**src/rtl/seg_scan_scheduler.sv**
```systemverilog
// seg_scan_scheduler: binary score -> BCD via shift-add-3, committed at frame boundaries, scanned over 3 digits.
// Build macro SEG_LEADING_ZERO_BLANK_EN: keep leading-zero hundreds/tens dark during their DWELL phase.
module seg_scan_scheduler #(
  parameter int DWELL_CYCLES = 10000,
  parameter int BLANK_CYCLES = 100
) (
  input  logic        CLOCK10M,
  input  logic        RESET_N,
  input  logic        upd_valid,
  input  logic [10:0] upd_score,
  output logic        upd_ready,
  output logic [1:0]  scan_digit,
  output logic [3:0]  scan_bcd,
  output logic        scan_blank,
  output logic        ovf
);
  localparam int CMAX = (DWELL_CYCLES > BLANK_CYCLES) ? DWELL_CYCLES : BLANK_CYCLES;
  localparam int CW = $clog2(CMAX + 1);
  localparam logic [CW-1:0] DWELL_LAST = CW'(DWELL_CYCLES - 1);
  localparam logic [CW-1:0] BLANK_LAST = CW'(BLANK_CYCLES - 1);
  typedef enum logic [1:0] {IDLE, CONV, PEND} upd_state_e;
  upd_state_e    state_q, state_d;
  logic [1:0]    digit_q, digit_d;
  logic          dwell_q, dwell_d;
  logic [CW-1:0] cnt_q, cnt_d;
  logic [10:0]   bin_q, bin_d;
  logic [15:0]   bcd_q, bcd_d, adj, bcd_n;
  logic [3:0]    it_q, it_d;
  logic          povf_q, povf_d;
  logic [11:0]   act_q, act_d;
  logic          ovf_q, ovf_d;
  logic          ready_q, ready_d;
  logic [3:0]    out_bcd_q, out_bcd_d;
  logic          blank_q, blank_d;
  logic          last, boundary, accept, commit, sat, last_it, lz;
  assign upd_ready  = ready_q;
  assign scan_digit = digit_q;
  assign scan_bcd   = out_bcd_q;
  assign scan_blank = blank_q;
  assign ovf        = ovf_q;
  assign accept     = upd_valid & ready_q;
  assign commit     = (state_q == PEND) & boundary;
  // Scan timing: BLANK then DWELL per digit; boundary is leaving digit 2 DWELL
  always_comb begin
    last     = cnt_q == (dwell_q ? DWELL_LAST : BLANK_LAST);
    boundary = last & dwell_q & (digit_q == 2'd2);
    cnt_d    = last ? '0 : cnt_q + CW'(1);
    dwell_d  = dwell_q ^ last;
    digit_d  = (last & dwell_q) ? ((digit_q == 2'd2) ? 2'd0 : digit_q + 2'd1) : digit_q;
  end
  // One double-dabble step: add 3 to nibbles >= 5, then shift the next binary bit in
  always_comb begin
    adj = bcd_q;
    for (int i = 0; i < 4; i++)
      adj[i*4 +: 4] = (bcd_q[i*4 +: 4] >= 4'd5) ? bcd_q[i*4 +: 4] + 4'd3 : bcd_q[i*4 +: 4];
    bcd_n   = {adj[14:0], bin_q[10]};
    sat     = bcd_n[15:12] != 4'd0;
    last_it = it_q == 4'd10;
  end
  // Update FSM state register
  always_ff @(posedge CLOCK10M or negedge RESET_N)
    if (!RESET_N) state_q <= IDLE;
    else state_q <= state_d;
  // Update FSM next state; a PEND entered on a boundary edge waits for the following one
  always_comb begin
    state_d = (state_q == IDLE && accept)  ? CONV :
              (state_q == CONV && last_it) ? PEND :
              (state_q == PEND && boundary) ? IDLE : state_q;
  end
  // Update FSM output: ready drops on accept and comes back the edge after commit
  always_comb begin
    ready_d = (state_q == IDLE) & ~accept;
  end
  // Datapath next state: conversion shadow, commit into active digits, registered scan outputs
  always_comb begin
    bin_d     = accept ? upd_score : (state_q == CONV) ? {bin_q[9:0], 1'b0} : bin_q;
    it_d      = accept ? 4'd0 : (state_q == CONV) ? it_q + 4'd1 : it_q;
    bcd_d     = accept ? 16'd0 : (state_q == CONV) ? ((last_it & sat) ? 16'h0999 : bcd_n) : bcd_q;
    povf_d    = (state_q == CONV) ? sat : povf_q;
    act_d     = commit ? bcd_q[11:0] : act_q;
    ovf_d     = commit ? povf_q : ovf_q;
    out_bcd_d = (digit_d == 2'd2) ? act_d[11:8] : (digit_d == 2'd1) ? act_d[7:4] : act_d[3:0];
`ifdef SEG_LEADING_ZERO_BLANK_EN
    lz        = ((digit_d == 2'd2) & (act_d[11:8] == 4'd0)) | ((digit_d == 2'd1) & (act_d[11:4] == 8'd0));
`else
    lz        = 1'b0;
`endif
    blank_d   = ~dwell_d | lz;
  end
  // Scan and datapath registers
  always_ff @(posedge CLOCK10M or negedge RESET_N)
    if (!RESET_N) begin
      digit_q   <= 2'd0;
      dwell_q   <= 1'b0;
      cnt_q     <= '0;
      bin_q     <= '0;
      bcd_q     <= '0;
      it_q      <= '0;
      povf_q    <= 1'b0;
      act_q     <= '0;
      ovf_q     <= 1'b0;
      ready_q   <= 1'b1;
      out_bcd_q <= '0;
      blank_q   <= 1'b1;
    end else begin
      digit_q   <= digit_d;
      dwell_q   <= dwell_d;
      cnt_q     <= cnt_d;
      bin_q     <= bin_d;
      bcd_q     <= bcd_d;
      it_q      <= it_d;
      povf_q    <= povf_d;
      act_q     <= act_d;
      ovf_q     <= ovf_d;
      ready_q   <= ready_d;
      out_bcd_q <= out_bcd_d;
      blank_q   <= blank_d;
    end
endmodule
```
**config.mk**
```make
export PLATFORM = sky130hd
export DESIGN_NAME = seg_scan_scheduler
export DESIGN_NICKNAME = d
export VERILOG_FILES = /design/src/rtl/seg_scan_scheduler.sv
export SDC_FILE = /design/constraint.sdc
export NUM_CORES = 1
export LEC_CHECK = 0
export ABC_CLOCK_PERIOD_IN_PS = 6900
export BUFFER_PORTS_ARGS = -buffer_cell sky130_fd_sc_hd__buf_2
export CAP_MARGIN = 20
export CORE_UTILIZATION = 39
export DETAILED_ROUTE_END_ITERATION = 8
export GPL_TIMING_DRIVEN = 0
export HOLD_SLACK_MARGIN = 0.08
export PLACE_DENSITY_LB_ADDON = 0.2
export SLEW_MARGIN = 0
export SYNTH_ARGS = -nofsm -noshare
export SYNTH_HDL_FRONTEND = slang
export SYNTH_SLANG_ARGS = --single-unit
```
**constraint.sdc**
```tcl
create_clock -name CLOCK10M -period 6.9 [get_ports CLOCK10M]
set_clock_uncertainty 0.05 [all_clocks]
set_input_delay 1.38 -clock CLOCK10M [delete_from_list [all_inputs] [get_ports CLOCK10M]]
set_output_delay 1.38 -clock CLOCK10M [all_outputs]
set_load 0.1 [all_outputs]
```
==> results of run 1 <==
## per-layer routing
layer / wire (um) / share of wire [%] / vias up / track usage [%]
li1: - / - / 1303 / -
met3: 146 / 2.1 / 11 / 2.66
met2: 3320 / 47 / 38 / 28.6
met5: 0 / 0 / - / 0
met1: 3520 / 50 / 1272 / 23.0
met4: 116 / 1.6 / 0 / 7.97
## sequential cells by signal (all words and copies together) (netlist names)
register,flops
cnt_q,14
ovf,1
bin_q,11
bcd_q,16
scan_bcd,4
dwell_q,1
state_q,2
act_q,12
it_q,4
povf_q,1
scan_blank,1
upd_ready,1
scan_digit,2
## area by class of cell
cell class | instances | area [sq um] | share of cell area [%]
plain buffers | 15 | 63.8 | 1.62
clock buffers | 11 | 151 | 3.84
clock inverters | 5 | 56.3 | 1.43
inverters | 15 | 56.3 | 1.43
multi-input cells | 248 | 1610 | 40.8
flip-flops and latches | 70 | 1750 | 44.6
well taps | 108 | 135 | 3.43
repair buffers | 22 | 113 | 2.86
## metrics by stage
| stage | utilization (%) | power [mW] |
|---|---|---|
| 6_report | 45.4 | 1.46 |
| 5_1_grt | 45.4 | 1.58 |
| 4_1_cts | 45.4 | 1.47 |
| 3_5_place_dp | 43.0 | 1.12 |
| 3_3_place_gp | 42.9 | 1.11 |
| 2_1_floorplan | - | 0.985 |
## power by group through the flow
stage	clock [mW]	sequential [mW]	combinational, mW
after global routing	0.368	0.611	0.596
final	0.343	0.595	0.518
after global placement	0	0.604	0.506
after detailed placement	0	0.604	0.516
after CTS	0.354	0.597	0.520
after floorplan	0	0.592	0.393
## how the worst max path moves through the flow
stage	start	end	slack [ps]	depth (start not counted)
after floorplan	cnt_q[5]	scan_bcd[2]	3970	9
after global placement	cnt_q[5]	scan_bcd[2]	3640	9
after detailed placement	cnt_q[5]	scan_bcd[2]	3660	9
after CTS	cnt_q[5]	scan_bcd[2]	3640	9
after global routing	cnt_q[5]	scan_bcd[2]	3510	9
final	cnt_q[5]	scan_bcd[2]	3640	9
## synth_stat cells (2+ instances only)
| cell type | count | area share [%] |
|---|---|---|
| mux2_4 | 3 | 1.3 |
| a22o_1 | 4 | 1.0 |
| and3_1 | 2 | 0.36 |
| buf_1 | 2 | 0.22 |
| or2_2 | 2 | 0.36 |
| dfstp_2 | 2 | 1.5 |
| a21o_1 | 2 | 0.43 |
| and2_1 | 2 | 0.36 |
| nor2_1 | 44 | 4.7 |
| nor3_1 | 5 | 0.72 |
| buf_2 | 3 | 0.43 |
| o21ai_0 | 16 | 2.3 |
| nand4_1 | 4 | 0.72 |
| xnor2_1 | 11 | 2.8 |
| nand3_1 | 10 | 1.4 |
| nand2b_1 | 5 | 0.90 |
| nand2_1 | 40 | 4.3 |
| nor3b_1 | 2 | 0.43 |
| a22oi_1 | 2 | 0.43 |
| o21ba_2 | 3 | 0.86 |
| mux2_2 | 8 | 2.6 |
| a21oi_1 | 10 | 1.4 |
| a31oi_1 | 14 | 2.5 |
| xor2_1 | 7 | 1.8 |
| a211o_1 | 3 | 0.75 |
| o211ai_1 | 2 | 0.43 |
| clkbuf_1 | 9 | 0.97 |
| a221oi_1 | 4 | 1.0 |
| dfrtp_1 | 68 | 49 |
| nor2b_1 | 2 | 0.36 |
| a2bb2oi_1 | 2 | 0.50 |
| ha_1 | 12 | 4.3 |
| a32o_1 | 9 | 2.6 |
| nand4b_1 | 2 | 0.50 |
| inv_1 | 15 | 1.6 |
| nor4_1 | 2 | 0.36 |
## cell families (layout without fill, tap and decap cells)
group,count (synthesis),after routing,share of synthesized area (%)
AND/OR/NAND/NOR,127,127,17.0
adder cells (fa/ha/maj),12,12,4.31
multiplexers,12,12,4.17
flip-flops,70,70,50.4
AO/OA/AOI/OAI,79,79,16.2
buffers and inverters,30,68,3.45
XOR/XNOR,18,18,4.53
## cell usage in the layout, fill, tap and decap left out, types with 5 or more instances in the layout
cell type  synthesis  routed
mux2_2             8       8
nand2b_1           5       5
nor2_1            44      44
a31oi_1           14      14
ha_1              12      12
xor2_1             7       7
nor3_1             5       5
dfrtp_1           68      68
a32o_1             9       9
clkbuf_8           0      11
nand2_1           40      40
inv_1             15      15
xnor2_1           11      11
o21ai_0           16      16
nand3_1           10      10
clkbuf_1           9       9
a21oi_1           10      10
buf_2              3      24
==> run_summary.xml, run 1 <==
<?xml version="1.0" encoding="UTF-8"?>
<metrics>
  <group name="outcome">
    <metric name="run_status" unit="">finished clean</metric>
  </group>
  <group name="clocking">
    <metric name="cts_root_buffer" unit="">clkbuf_8</metric>
    <metric name="number_of_buffers_created_by_cts" unit="">9</metric>
    <metric name="number_of_clock_sinks" unit="">70</metric>
    <metric name="clock_latency" unit="ps">340</metric>
    <metric name="hold_buffers" unit="">0</metric>
    <metric name="total_setup_buffers_inserted_after_cts" unit="">0</metric>
    <metric name="ctsResizeCount" unit="">0</metric>
    <metric name="clock_path_buffers" unit="">2</metric>
    <metric name="path_clk_slew" unit="ps">80</metric>
    <metric name="tritoncts_clock_tree" unit="">done</metric>
    <metric name="cts-htree-levels" unit="">3</metric>
  </group>
  <group name="timing">
    <metric name="fin_crit_sh" unit="%">47.3</metric>
    <metric name="totalNegativeSetupSlack" unit="ps">0</metric>
    <metric name="unrepaired_setup_endpoints_after_global_routing" unit="">no</metric>
    <metric name="final_max_slew_viol_count" unit="">0</metric>
    <metric name="timing.final.ws_setup" unit="ps">3640</metric>
    <metric name="worst_slew_pin_slew" unit="ps">897</metric>
    <metric name="final.hold.worst_slack" unit="ps">432</metric>
    <metric name="fmaxAchievable" unit="MHz">306</metric>
    <metric name="final.min_clock_period" unit="ps">3260</metric>
    <metric name="hold_viol" unit="">0</metric>
    <metric name="final-setup-viol-count" unit="">0</metric>
    <metric name="slew_headroom" unit="%">40.2</metric>
  </group>
  <group name="floorplan">
    <metric name="placeableCoreArea" unit="sq um">8680</metric>
    <metric name="effective_utilization_at_floorplan" unit="%">40.1</metric>
    <metric name="row_cnt" unit="">34</metric>
    <metric name="dieHeight" unit="um">96.5</metric>
    <metric name="die_width" unit="um">96.5</metric>
    <metric name="die_area" unit="sq um">9310</metric>
    <metric name="floorplan.io_pins" unit="">23</metric>
  </group>
  <group name="critical_path">
    <metric name="ff2ff_path_depth" unit="">9</metric>
    <metric name="timing.critical_path.required" unit="ps">7080</metric>
    <metric name="crit_family" unit="">simple AND/OR/NAND/NOR gates</metric>
    <metric name="r2r-end" unit="">scan_bcd[2]</metric>
    <metric name="critPathBufInv" unit="">1</metric>
    <metric name="slowest_delay" unit="ps">470</metric>
    <metric name="worstPathArrival" unit="ps">3450</metric>
    <metric name="crit_path_cell_trace" unit="">nand4b_1 &gt; or4_1 &gt; a21oi_1 &gt; buf_4 &gt; ha_1 &gt; nand4_4 &gt; mux2_4 &gt; a22o_1 &gt; a211o_1</metric>
    <metric name="critical_path.slowest_cell" unit="">or4_1</metric>
    <metric name="crit_fanout" unit="">10</metric>
    <metric name="worstSetupPathType" unit="">flip-flop to flip-flop</metric>
    <metric name="worstReg2RegStart" unit="">cnt_q[5]</metric>
    <metric name="critPathLaunchType" unit="">flip-flop</metric>
    <metric name="timing.critical_path.to_type" unit="">flip-flop</metric>
    <metric name="reg2reg_setup_slack" unit="ps">3640</metric>
  </group>
  <group name="pwr">
    <metric name="p_clk_share" unit="%">23.5</metric>
    <metric name="share_seq_of_total_power" unit="%">40.9</metric>
    <metric name="power_switching_share" unit="%">37.8</metric>
    <metric name="p_int" unit="mW">0.907</metric>
    <metric name="power_frac_comb" unit="%">35.6</metric>
    <metric name="powerDensity" unit="nW/um^2">370</metric>
    <metric name="power.ir.vdd_worst" unit="V">0.000124</metric>
    <metric name="power.leakage" unit="nW">1.83</metric>
    <metric name="total_switching_power" unit="mW">0.550</metric>
  </group>
  <group name="place">
    <metric name="port_buffers" unit="">22</metric>
    <metric name="place_worst_setup_slack" unit="ps">3660</metric>
    <metric name="placement.cell_area" unit="sq um">3730</metric>
    <metric name="gp_routability_congestion" unit="">0.820</metric>
    <metric name="placed_cells_incl_taps" unit="">478</metric>
    <metric name="dp_hpwl" unit="mm">4.83</metric>
  </group>
  <group name="layout">
    <metric name="final_net_count" unit="">407</metric>
    <metric name="design_area" unit="sq um">3940</metric>
    <metric name="ratio_of_cells_with_drive_above_1_in_the_final_layout" unit="%">16.3</metric>
    <metric name="antenna_diode_count" unit="">0</metric>
    <metric name="fillCellCount" unit="">883</metric>
    <metric name="layout-area-overhead-vs-synth" unit="%">13.1</metric>
    <metric name="stdcell_count" unit="">494</metric>
  </group>
  <group name="yosys">
    <metric name="synthesis.area" unit="sq um">3480</metric>
    <metric name="synthDistinctLibCells" unit="">51</metric>
    <metric name="postSynth.asyncResetShare" unit="%">100</metric>
    <metric name="synth_area_per_cell" unit="sq um">10.0</metric>
    <metric name="yosysWarningCount" unit="">0</metric>
    <metric name="mappedNetlistNets" unit="">374</metric>
    <metric name="portion_of_the_post_synthesis_area_used_by_sequential_elements" unit="%">50.4</metric>
    <metric name="postSynthCellCount" unit="">348</metric>
    <metric name="number_of_synthesized_flops_with_an_enable_pin" unit="">0</metric>
    <metric name="postSynthRegisterBits" unit="">70</metric>
    <metric name="dominantRegCellSynth" unit="">dfrtp_1</metric>
  </group>
  <group name="run">
    <metric name="max-cap-violations" unit="">0</metric>
  </group>
  <group name="drt">
    <metric name="dr_total_vias" unit="">2624</metric>
    <metric name="drt_first_pass_iters" unit="">4</metric>
    <metric name="remaining_drc_errors" unit="">0</metric>
    <metric name="finalWirelength" unit="mm">7.10</metric>
    <metric name="antenna_left" unit="">0</metric>
    <metric name="drt-initial-drc-count" unit="">110</metric>
    <metric name="drt-vias-per-instance" unit="">5.31</metric>
    <metric name="drt-wirelength-per-cell" unit="um">14.4</metric>
  </group>
  <group name="min_path">
    <metric name="holdCritStartpoint" unit="">cnt_q[0]</metric>
    <metric name="min_to" unit="">cnt_q[0]</metric>
    <metric name="timing.hold.worst_path_depth" unit="">1</metric>
    <metric name="hold_class" unit="">flip-flop to flip-flop</metric>
  </group>
  <group name="grt">
    <metric name="vias_in_the_first_global_route" unit="">2623</metric>
    <metric name="grt_overflow" unit="">0</metric>
    <metric name="initial_antenna_violation_count" unit="">0</metric>
    <metric name="grt_max_degree" unit="">71</metric>
    <metric name="grt.total_usage" unit="%">17.5</metric>
    <metric name="grt_pass1_wl" unit="mm">12.2</metric>
  </group>
</metrics>
Note: power is estimated with default switching activity, not from simulation.
==> run 2: changes to the inputs <==
--- a/config.mk
+++ b/config.mk
@@ -5,7 +5,7 @@
 export SDC_FILE = /design/constraint.sdc
 export NUM_CORES = 1
 export LEC_CHECK = 0
-export ABC_CLOCK_PERIOD_IN_PS = 6900
+export ABC_CLOCK_PERIOD_IN_PS = 3200
 export BUFFER_PORTS_ARGS = -buffer_cell sky130_fd_sc_hd__buf_2
 export CAP_MARGIN = 20
 export CORE_UTILIZATION = 39
==> constraint.sdc (replaced) <==
create_clock -name CLOCK10M -period 3.2 [get_ports CLOCK10M]
set_clock_uncertainty 0.05 [all_clocks]
set_input_delay 0.64 -clock CLOCK10M [delete_from_list [all_inputs] [get_ports CLOCK10M]]
set_output_delay 0.64 -clock CLOCK10M [all_outputs]
set_load 0.1 [all_outputs]
==> run 2 against run 1 <==
Fmax is 7.6% higher. Total power rose by 120%. Final cell count did not move. Count of clock-buffer cells in the layout stayed put. Hold slack worse by 86 ps. Utilization grew 0.19 points. Critical path depth unchanged. First-iteration DRC count fell by 12%. Final area up 0.41%. Register-to-register slack got worse by 3500 ps. Sequential power increased by 120%. Clock power is 120% higher. Largest cell class unchanged. Largest power group unchanged.
==> run_summary.xml, run 2 (synthesis results as in run 1) <==
<?xml version="1.0" encoding="UTF-8"?>
<metrics>
  <group name="clocking">
    <metric name="path_clk_slew" unit="ps">80</metric>
    <metric name="number_of_clock_sinks" unit="">70</metric>
    <metric name="cts-htree-levels" unit="">3</metric>
    <metric name="number_of_buffers_created_by_cts" unit="">9</metric>
    <metric name="tritoncts_clock_tree" unit="">done</metric>
    <metric name="cts_root_buffer" unit="">clkbuf_8</metric>
    <metric name="clock_latency" unit="ps">340</metric>
    <metric name="clock_path_buffers" unit="">2</metric>
  </group>
  <group name="layout">
    <metric name="regMostFlops" unit="">bcd_q</metric>
    <metric name="design_area" unit="sq um">3950</metric>
    <metric name="most_common_library_cell_in_the_layout_ignoring_fill_and_taps" unit="">dfrtp_1</metric>
    <metric name="stdcell_count" unit="">494</metric>
    <metric name="antenna_diode_count" unit="">0</metric>
    <metric name="layout-area-overhead-vs-synth" unit="%">13.5</metric>
    <metric name="layout.cells.most_common_list" unit="">dfrtp_1 (68), nor2_1 (44), nand2_1 (40), buf_2 (24), o21ai_0 (16)</metric>
    <metric name="ratio_of_cells_with_drive_above_1_in_the_final_layout" unit="%">16.8</metric>
    <metric name="largest_registers" unit="">bcd_q x16, cnt_q x14, act_q x12</metric>
    <metric name="largest_register_ffs" unit="">16</metric>
    <metric name="final_net_count" unit="">407</metric>
  </group>
  <group name="critical_path">
    <metric name="endpoint" unit="">scan_bcd[2]</metric>
    <metric name="reg2reg_setup_slack" unit="ps">160</metric>
    <metric name="timing.critical_path.required" unit="ps">3380</metric>
    <metric name="crit_cells" unit="">9</metric>
    <metric name="ff2ff_path_depth" unit="">9</metric>
    <metric name="worstSetupPathType" unit="">flip-flop to flip-flop</metric>
    <metric name="worstPathArrival" unit="ps">3210</metric>
    <metric name="critPathLaunchType" unit="">flip-flop</metric>
    <metric name="crit_fanout" unit="">10</metric>
    <metric name="timing.critical_path.to_type" unit="">flip-flop</metric>
    <metric name="slowest_delay" unit="ps">500</metric>
    <metric name="critPathBufInv" unit="">1</metric>
    <metric name="crit_family" unit="">simple AND/OR/NAND/NOR gates</metric>
    <metric name="worst_setup_path_startpoint" unit="">cnt_q[5]</metric>
    <metric name="crit_path_cell_trace" unit="">nand4b_1 &gt; or4_1 &gt; a21oi_2 &gt; buf_4 &gt; ha_4 &gt; nand4_4 &gt; mux2_4 &gt; a22o_1 &gt; a211o_1</metric>
    <metric name="worstReg2RegStart" unit="">cnt_q[5]</metric>
    <metric name="critical_path.slowest_cell" unit="">or4_1</metric>
    <metric name="r2r-end" unit="">scan_bcd[2]</metric>
  </group>
  <group name="timing">
    <metric name="worst_slew_pin_slew" unit="ps">901</metric>
    <metric name="hold_viol" unit="">0</metric>
    <metric name="unrepaired_setup_endpoints_after_global_routing" unit="">no</metric>
    <metric name="final.min_clock_period" unit="ps">3040</metric>
    <metric name="final-setup-viol-count" unit="">0</metric>
    <metric name="fmaxAchievable" unit="MHz">329</metric>
    <metric name="fin_crit_sh" unit="%">94.9</metric>
    <metric name="slew_headroom" unit="%">39.9</metric>
    <metric name="final_max_slew_viol_count" unit="">0</metric>
  </group>
  <group name="pwr">
    <metric name="power.leakage" unit="nW">1.83</metric>
    <metric name="powerDensity" unit="nW/um^2">794</metric>
    <metric name="power.ir.vdd_worst" unit="V">0.000267</metric>
  </group>
  <group name="floorplan">
    <metric name="effective_utilization_at_floorplan" unit="%">40.1</metric>
    <metric name="row_cnt" unit="">34</metric>
    <metric name="die_area" unit="sq um">9310</metric>
    <metric name="dieHeight" unit="um">96.5</metric>
    <metric name="floorplan.io_pins" unit="">23</metric>
    <metric name="placeableCoreArea" unit="sq um">8680</metric>
    <metric name="die_width" unit="um">96.5</metric>
  </group>
  <group name="place">
    <metric name="dp_hpwl" unit="mm">4.83</metric>
    <metric name="placed_cells_incl_taps" unit="">478</metric>
    <metric name="placement.cell_area" unit="sq um">3730</metric>
    <metric name="gp_routability_congestion" unit="">0.820</metric>
    <metric name="port_buffers" unit="">22</metric>
  </group>
  <group name="drt">
    <metric name="drt-initial-drc-count" unit="">97</metric>
    <metric name="antenna_left" unit="">0</metric>
    <metric name="drt_first_pass_iters" unit="">4</metric>
    <metric name="drt-vias-per-instance" unit="">5.29</metric>
    <metric name="finalWirelength" unit="mm">7.16</metric>
    <metric name="remaining_drc_errors" unit="">0</metric>
    <metric name="dr_total_vias" unit="">2614</metric>
    <metric name="drt-wirelength-per-cell" unit="um">14.5</metric>
  </group>
  <group name="min_path">
    <metric name="hold_class" unit="">input pin to asynchronous set/reset pin</metric>
  </group>
  <group name="grt">
    <metric name="initial_antenna_violation_count" unit="">0</metric>
    <metric name="grt_max_degree" unit="">71</metric>
    <metric name="grt.total_usage" unit="%">17.5</metric>
    <metric name="grt_pass1_wl" unit="mm">12.3</metric>
    <metric name="vias_in_the_first_global_route" unit="">2623</metric>
    <metric name="grt_overflow" unit="">0</metric>
  </group>
  <group name="outcome">
    <metric name="run_status" unit="">finished clean</metric>
  </group>
  <group name="run">
    <metric name="max-cap-violations" unit="">0</metric>
  </group>
</metrics>
[run 2: cell counts in the layout (fill, tap and decap cells not counted)]
Identical to the previous run, type by type.
[run 2: worst min-delay path by stage]
stage | end | depth (start not counted) | slack [ps]
2_1_floorplan | act_q[0] | 0 | 290
3_3_place_gp | cnt_q[0] | 1 | 430
3_5_place_dp | cnt_q[0] | 1 | 430
4_1_cts | scan_digit[1] | 1 | 400
5_1_grt | scan_digit[1] | 1 | 450
6_report | scan_digit[0] | 1 | 350
[run 2: worst reg2reg max path: cells and delay by family, from the launching register on]
family	cells	cell delay, ps
fa+ha+maj	1	200
buf+inv	1	210
simple gates	3	890
flops	1	450
compound gates	3	740
mux	1	370
[run 2: repair_timing]
item / 4_1_cts / 5_1_grt
buffers inserted: 0 / 0
endpoints found under the setup margin: 3 / 4
endpoints found under the hold margin: 0 / 0
hold buffers: 0 / 0
resized for setup: 1 / 2
[run 2: layout make-up]
class	count	area (sq um)
Tap cell	108	135
Fill cell	879	4720
Sequential cell	70	1750
Clock buffer	11	151
Multi-Input combinational cell	248	1620
Inverter	15	56.3
Clock inverter	5	56.3
Timing Repair Buffer	22	113
Buffer	15	63.8
[run 2: stage by stage]
step | hold WS [ps] | util [%] | setup WS (ps) | setup TNS, ps | power (mW)
after floorplan | 294 | - | 268 | 0 | 2.12
after global placement | 428 | 42.9 | -55.5 | -75.1 | 2.39
after detailed placement | 428 | 43.0 | -38.4 | -43.0 | 2.42
after CTS | 399 | 45.4 | 16.1 | 0 | 3.17
after global routing | 451 | 45.6 | 67.3 | 0 | 3.40
final | 346 | 45.6 | 165 | 0 | 3.14
[run 2: per-layer routing]
layer	global-route usage, %	part of all wire [%]	up-vias
li1	-	-	1301
met1	23.0	49	1269
met2	28.6	47	34
met3	2.66	2.0	10
met4	7.97	1.6	0
met5	0	0	-
[run 2: power breakdown]
| part | internal, mW | switching, mW | total, mW |
|---|---|---|---|
| Combinational | 0.464 | 0.653 | 1.12 |
| Clock | 0.403 | 0.336 | 0.738 |
| Sequential | 1.09 | 0.195 | 1.28 |
